==> src/rtl/mips_bus_arbiter.sv <==
// Two-master round-robin arbiter sharing one Avalon-style slave port.
// Ports: clk/reset, m0_* (fetch), m1_* (load/store), s_* (slave), bus_error.
module mips_bus_arbiter #(
    parameter int unsigned TIMEOUT = 255
) (
    input  logic        clk,
    input  logic        reset,
    input  logic [31:0] m0_address,
    input  logic        m0_read,
    input  logic        m0_write,
    input  logic [31:0] m0_writedata,
    input  logic [3:0]  m0_byteenable,
    output logic        m0_waitrequest,
    input  logic [31:0] m1_address,
    input  logic        m1_read,
    input  logic        m1_write,
    input  logic [31:0] m1_writedata,
    input  logic [3:0]  m1_byteenable,
    output logic        m1_waitrequest,
    output logic [31:0] m_readdata,
    output logic [31:0] s_address,
    output logic        s_read,
    output logic        s_write,
    output logic [31:0] s_writedata,
    output logic [3:0]  s_byteenable,
    input  logic [31:0] s_readdata,
    input  logic        s_waitrequest,
    output logic        bus_error
);

    localparam logic [7:0] TO = 8'(TIMEOUT);

    typedef enum logic [1:0] {
        IDLE,
        GRANT0,
        GRANT1
    } state_e;

    state_e      state_q, state_d;
    logic        last_q, last_d;
    logic [7:0]  cnt_q, cnt_d;
    logic        err_q, err_d;
    logic        req0, req1;
    logic        gsel;
    logic        greq;
    logic [7:0]  cnt_inc;

    assign req0 = m0_read | m0_write;
    assign req1 = m1_read | m1_write;

    // Round-robin pick: on a tie the master that did not go last wins.
    function automatic state_e pick(
        input logic r0,
        input logic r1,
        input logic lst
    );
        state_e s;
        s = IDLE;
        if (r0 && !r1) begin
            s = GRANT0;
        end else if (r1 && !r0) begin
            s = GRANT1;
        end else if (r0 && r1) begin
            s = lst ? GRANT0 : GRANT1;
        end
        return s;
    endfunction

    assign gsel    = (state_q == GRANT1);
    assign greq    = gsel ? req1 : req0;
    assign cnt_inc = (cnt_q == 8'hFF) ? cnt_q : cnt_q + 8'd1;

    always_comb begin
        state_d = state_q;
        last_d  = last_q;
        cnt_d   = cnt_q;
        err_d   = err_q;
        unique case (state_q)
            IDLE: begin
                cnt_d   = 8'd0;
                state_d = pick(req0, req1, last_q);
            end
            GRANT0, GRANT1: begin
                if (!greq) begin
                    // Master withdrew: abandon without touching priority.
                    state_d = IDLE;
                    cnt_d   = 8'd0;
                end else if (!s_waitrequest) begin
                    // Completion: re-arbitrate now so there is no bubble.
                    last_d  = gsel;
                    cnt_d   = 8'd0;
                    state_d = pick(req0, req1, gsel);
                end else if (cnt_inc >= TO) begin
                    // Hung slave: flag it and demote the stuck master.
                    err_d   = 1'b1;
                    last_d  = gsel;
                    cnt_d   = 8'd0;
                    state_d = IDLE;
                end else begin
                    cnt_d = cnt_inc;
                end
            end
            default: begin
                state_d = IDLE;
                cnt_d   = 8'd0;
            end
        endcase
    end

    always_ff @(posedge clk) begin
        if (reset) begin
            state_q <= IDLE;
            last_q  <= 1'b1;
            cnt_q   <= 8'd0;
            err_q   <= 1'b0;
        end else begin
            state_q <= state_d;
            last_q  <= last_d;
            cnt_q   <= cnt_d;
            err_q   <= err_d;
        end
    end

    always_comb begin
        s_address      = 32'd0;
        s_read         = 1'b0;
        s_write        = 1'b0;
        s_writedata    = 32'd0;
        s_byteenable   = 4'd0;
        m0_waitrequest = req0;
        m1_waitrequest = req1;
        if (reset) begin
            m0_waitrequest = 1'b1;
            m1_waitrequest = 1'b1;
        end else begin
            unique case (state_q)
                GRANT0: begin
                    s_address      = m0_address;
                    s_read         = m0_read;
                    s_write        = m0_write;
                    s_writedata    = m0_writedata;
                    s_byteenable   = m0_byteenable;
                    m0_waitrequest = s_waitrequest;
                end
                GRANT1: begin
                    s_address      = m1_address;
                    s_read         = m1_read;
                    s_write        = m1_write;
                    s_writedata    = m1_writedata;
                    s_byteenable   = m1_byteenable;
                    m1_waitrequest = s_waitrequest;
                end
                default: begin
                end
            endcase
        end
    end

    assign m_readdata = s_readdata;
    assign bus_error  = err_q;

endmodule

==> config.mk <==
export PLATFORM = sky130hd
export DESIGN_NAME = mips_bus_arbiter
export DESIGN_NICKNAME = d
export VERILOG_FILES = /design/src/rtl/mips_bus_arbiter.sv
export SDC_FILE = /design/constraint.sdc
export NUM_CORES = 1
export LEC_CHECK = 0
export BUFFER_PORTS_ARGS = -buffer_cell sky130_fd_sc_hd__buf_2
export CAP_MARGIN = 20
export CORE_AREA = 2 2 109 111
export DETAILED_ROUTE_END_ITERATION = 12
export DIE_AREA = 0 0 111 113
export SKIP_CTS_REPAIR_TIMING = 1
export SLEW_MARGIN = 40
export SYNTH_ARGS = -nofsm -noshare
export SYNTH_HDL_FRONTEND = slang
export SYNTH_SLANG_ARGS = --single-unit
==> constraint.sdc <==
create_clock -name clk -period 6.2 [get_ports clk]
set_input_delay 0.62 -clock clk [delete_from_list [all_inputs] [get_ports clk]]
set_output_delay 0.62 -clock clk [all_outputs]
set_load 0.02 [all_outputs]
==> flow_metrics.tcl <==
set metrics [dict create \
    status "finished, final reports clean" \
    pre_cts_ws_ps 3331 \
    synthCells 293 \
    cts-root-buf "clkbuf_16" \
    dieHeight_um 113 \
    power_density_nw_per_um2 263.5 \
    period_needed_ps 2936 \
    die_w_um 111 \
    start_util_pct 17.24 \
    ys_dominant_reg_cell "dfxtp_1" \
    synthDistinctLibCells 39 \
    drive_gt1_share_pct 51.43 \
    core_region_area_sq_um 11270 \
    place.detailed.hpwl_um 6586 \
    critical_path_class "reg -> out" \
    worstSkewPairLatency_ps 240 \
    first_global_vias 2398 \
    setup_viol 0 \
    finalClockSkew_ps 4.503 \
    avgViaCountPerCell 4.614 \
    finalWorstSetupSlack_ps 3264 \
    grt_pass1_wl_um 12060 \
    cts_tree "built" \
    required_ps 5580 \
    num_antenna_cells 0 \
    cpMaxStageDelayCell "buf_4" \
    power.switching_mw 0.4070 \
    antenna_left 0 \
    fin_tns_setup_ps 0 \
    path_max_fanout 59 \
    die_area_sq_um 12540 \
    cp_data_arrival_time_ps 2320 \
    final_cell_mix "buf_2, nor2_1, a22oi_1" \
    endpoint "s_writedata[21]" \
    power_mw 0.7796 \
    synth_area_per_cell_sq_um 6.632 \
    maxCapViolations 0 \
    yosys_warnings 0 \
    final_common_cell "buf_2" \
    seq_area_frac_synth_pct 12.36 \
    slew_headroom_pct 51.82 \
    slew_violations 0 \
    synth_edf_count 0 \
    holdWs_ps 498.4 \
    drt-wirelength-per-cell_um 13.50 \
    io_pins 280 \
    cts.path.max_buffers 2 \
    finalCritPeriodShare_pct 47.36 \
    critPathCaptureType "primary output" \
    grt.overflow.total 0 \
    start_kind "register" \
    rsz0062_at_grt "false" \
    synth_seq_cells 12 \
    async_reset_ff_share_pct 0 \
    nets 637 \
    comb_power_share_pct 73.1 \
    p_leak_nw 1.460 \
    clock_power_share_pct 14.6 \
    hp-class "reg -> reg" \
    final_hold_viol_count 0 \
    num_vias 2759 \
    drc 0 \
    syn_nets 473 \
    grt_use_total_pct 11.38 \
    synth.cell_area_sq_um 1943 \
    worstReg2RegStart "state_q[0]$_SDFFE_PP0P_" \
    vdd_drop_max_mv 0.1350 \
    grt_start_max_net_pins 71 \
    numPortBuffers 215 \
    p_sw_share_pct 52.20 \
    r2r-end "cnt_q[2]$_SDFF_PP0_" \
    cts.sinks 12 \
    critPathMaxStageDelay_ps 550 \
    drt_pass1_iterations 4 \
    drt_iter0_markers 126 \
    numCtsBuffers 3 \
    tightest_slew_ps 722.6 \
    max_freq_mhz 340.6 \
    p_int_mw 0.3727 \
    cp-startpoint "state_q[0]$_SDFFE_PP0P_" \
    num_rows 39 \
    seq_power_share_pct 12.3 \
    r2r_cells 8 \
    htree_num_levels 1 \
    ff2ff_setup_slack_ps 3340 \
    cp_cell_sequence "inv_1 -> ha_2 -> buf_4 -> a22oi_1 -> nor2_1 -> buf_2" \
    areaGrowthSynthToFinish_pct 52.29 \
    clk_pin_slew_worst_paths_ps 40 \
    gp_congestion 0.8615 \
    antenna_found_initial 0 \
    routed_wl_um 8071 \
]
==> power by group through the flow <==
stage	sequential, mW	clock (mW)	combinational (mW)
floorplan	0.0950	0	0.437
global placement	0.0967	0	0.558
detailed placement	0.0970	0	0.573
CTS	0.0957	0.118	0.576
global route	0.0977	0.122	0.632
finish	0.0958	0.114	0.570
==> final cells by class <==
type / count / area (sq um)
fillers: 1252 / 8313
multi-input cells: 218 / 1355
repair buffers: 217 / 1091
flip-flops and latches: 12 / 240.2
well taps: 143 / 178.9
clock buffers: 3 / 75.07
inverters: 5 / 18.77
==> stage by stage <==
step	instances	util (%)	instance area [sq um]
finish	598	26.25	2959
global route	598	26.25	2959
detailed placement	595	25.59	2884
CTS	598	26.25	2959
global placement	595	25.54	2879
floorplan	293	-	1943
==> cell usage after synthesis, drive strengths merged, types with 2 or more instances <==
cell type	count	share of area [%]
a21oi	5	1.5
a22oi	70	27
and4	2	0.90
buf	33	13
clkbuf	25	4.8
dfxtp	12	12
ha	5	3.2
inv	5	0.97
mux2	2	1.4
mux2i	4	2.1
nand2	7	1.4
nand2b	3	0.97
nand3	2	0.77
nand4	5	1.9
nor2	84	16
nor3	6	1.5
o21ai	3	0.77
or2	2	0.64
xor2	2	0.90
==> worst max-delay path, delay by kind of cell, from the launching register on <==
family	cells	cell delay, ps
DFF	1	320
buffers and inverters	3	870
and+or+nand+nor	1	210
AOI/OAI and AO/OA	1	210
adders and majority gates	1	410
==> worst min-delay path by stage <==
| stage | from | to | slack (ps) | cells past startpoint |
|---|---|---|---|---|
| 6_report | bus_error$_SDFFE_PP0P_ | bus_error$_SDFFE_PP0P_ | 500 | 2 |
| 5_1_grt | bus_error$_SDFFE_PP0P_ | bus_error$_SDFFE_PP0P_ | 510 | 2 |
| 4_1_cts | cnt_q[1]$_SDFF_PP0_ | cnt_q[1]$_SDFF_PP0_ | 500 | 2 |
| 3_5_place_dp | bus_error$_SDFFE_PP0P_ | bus_error$_SDFFE_PP0P_ | 480 | 2 |
| 3_3_place_gp | bus_error$_SDFFE_PP0P_ | bus_error$_SDFFE_PP0P_ | 490 | 2 |
| 2_1_floorplan | cnt_q[1]$_SDFF_PP0_ | cnt_q[1]$_SDFF_PP0_ | 470 | 2 |
==> logic make-up (layout without fill, tap and decap cells) <==
logic type,count (synthesis),after routing,synth area share (%)
buffers and inverters,63,225,18.54
flip-flops,12,12,12.36
adder cells (fa/ha/maj),5,5,3.220
XOR/XNOR,2,2,0.9016
AND/OR/NAND/NOR,117,117,27.43
multiplexers,6,6,3.413
AO/OA/AOI/OAI,88,88,34.13
==> sequential cells by signal, indices dropped and copies added (netlist names) <==
name	flops
cnt_q	8
state_q	2
bus_error	1
last_q	1
==> layer usage <==
metal | share of wire [%] | wire [um] | global-route usage [%]
met4 | 1.0 | 83 | 2.000
met5 | 0 | 0 | 0
met1 | 43 | 3462 | 15.15
met3 | 9.7 | 780 | 2.571
met2 | 46 | 3744 | 19.14
(Power assumes the default switching activity.)
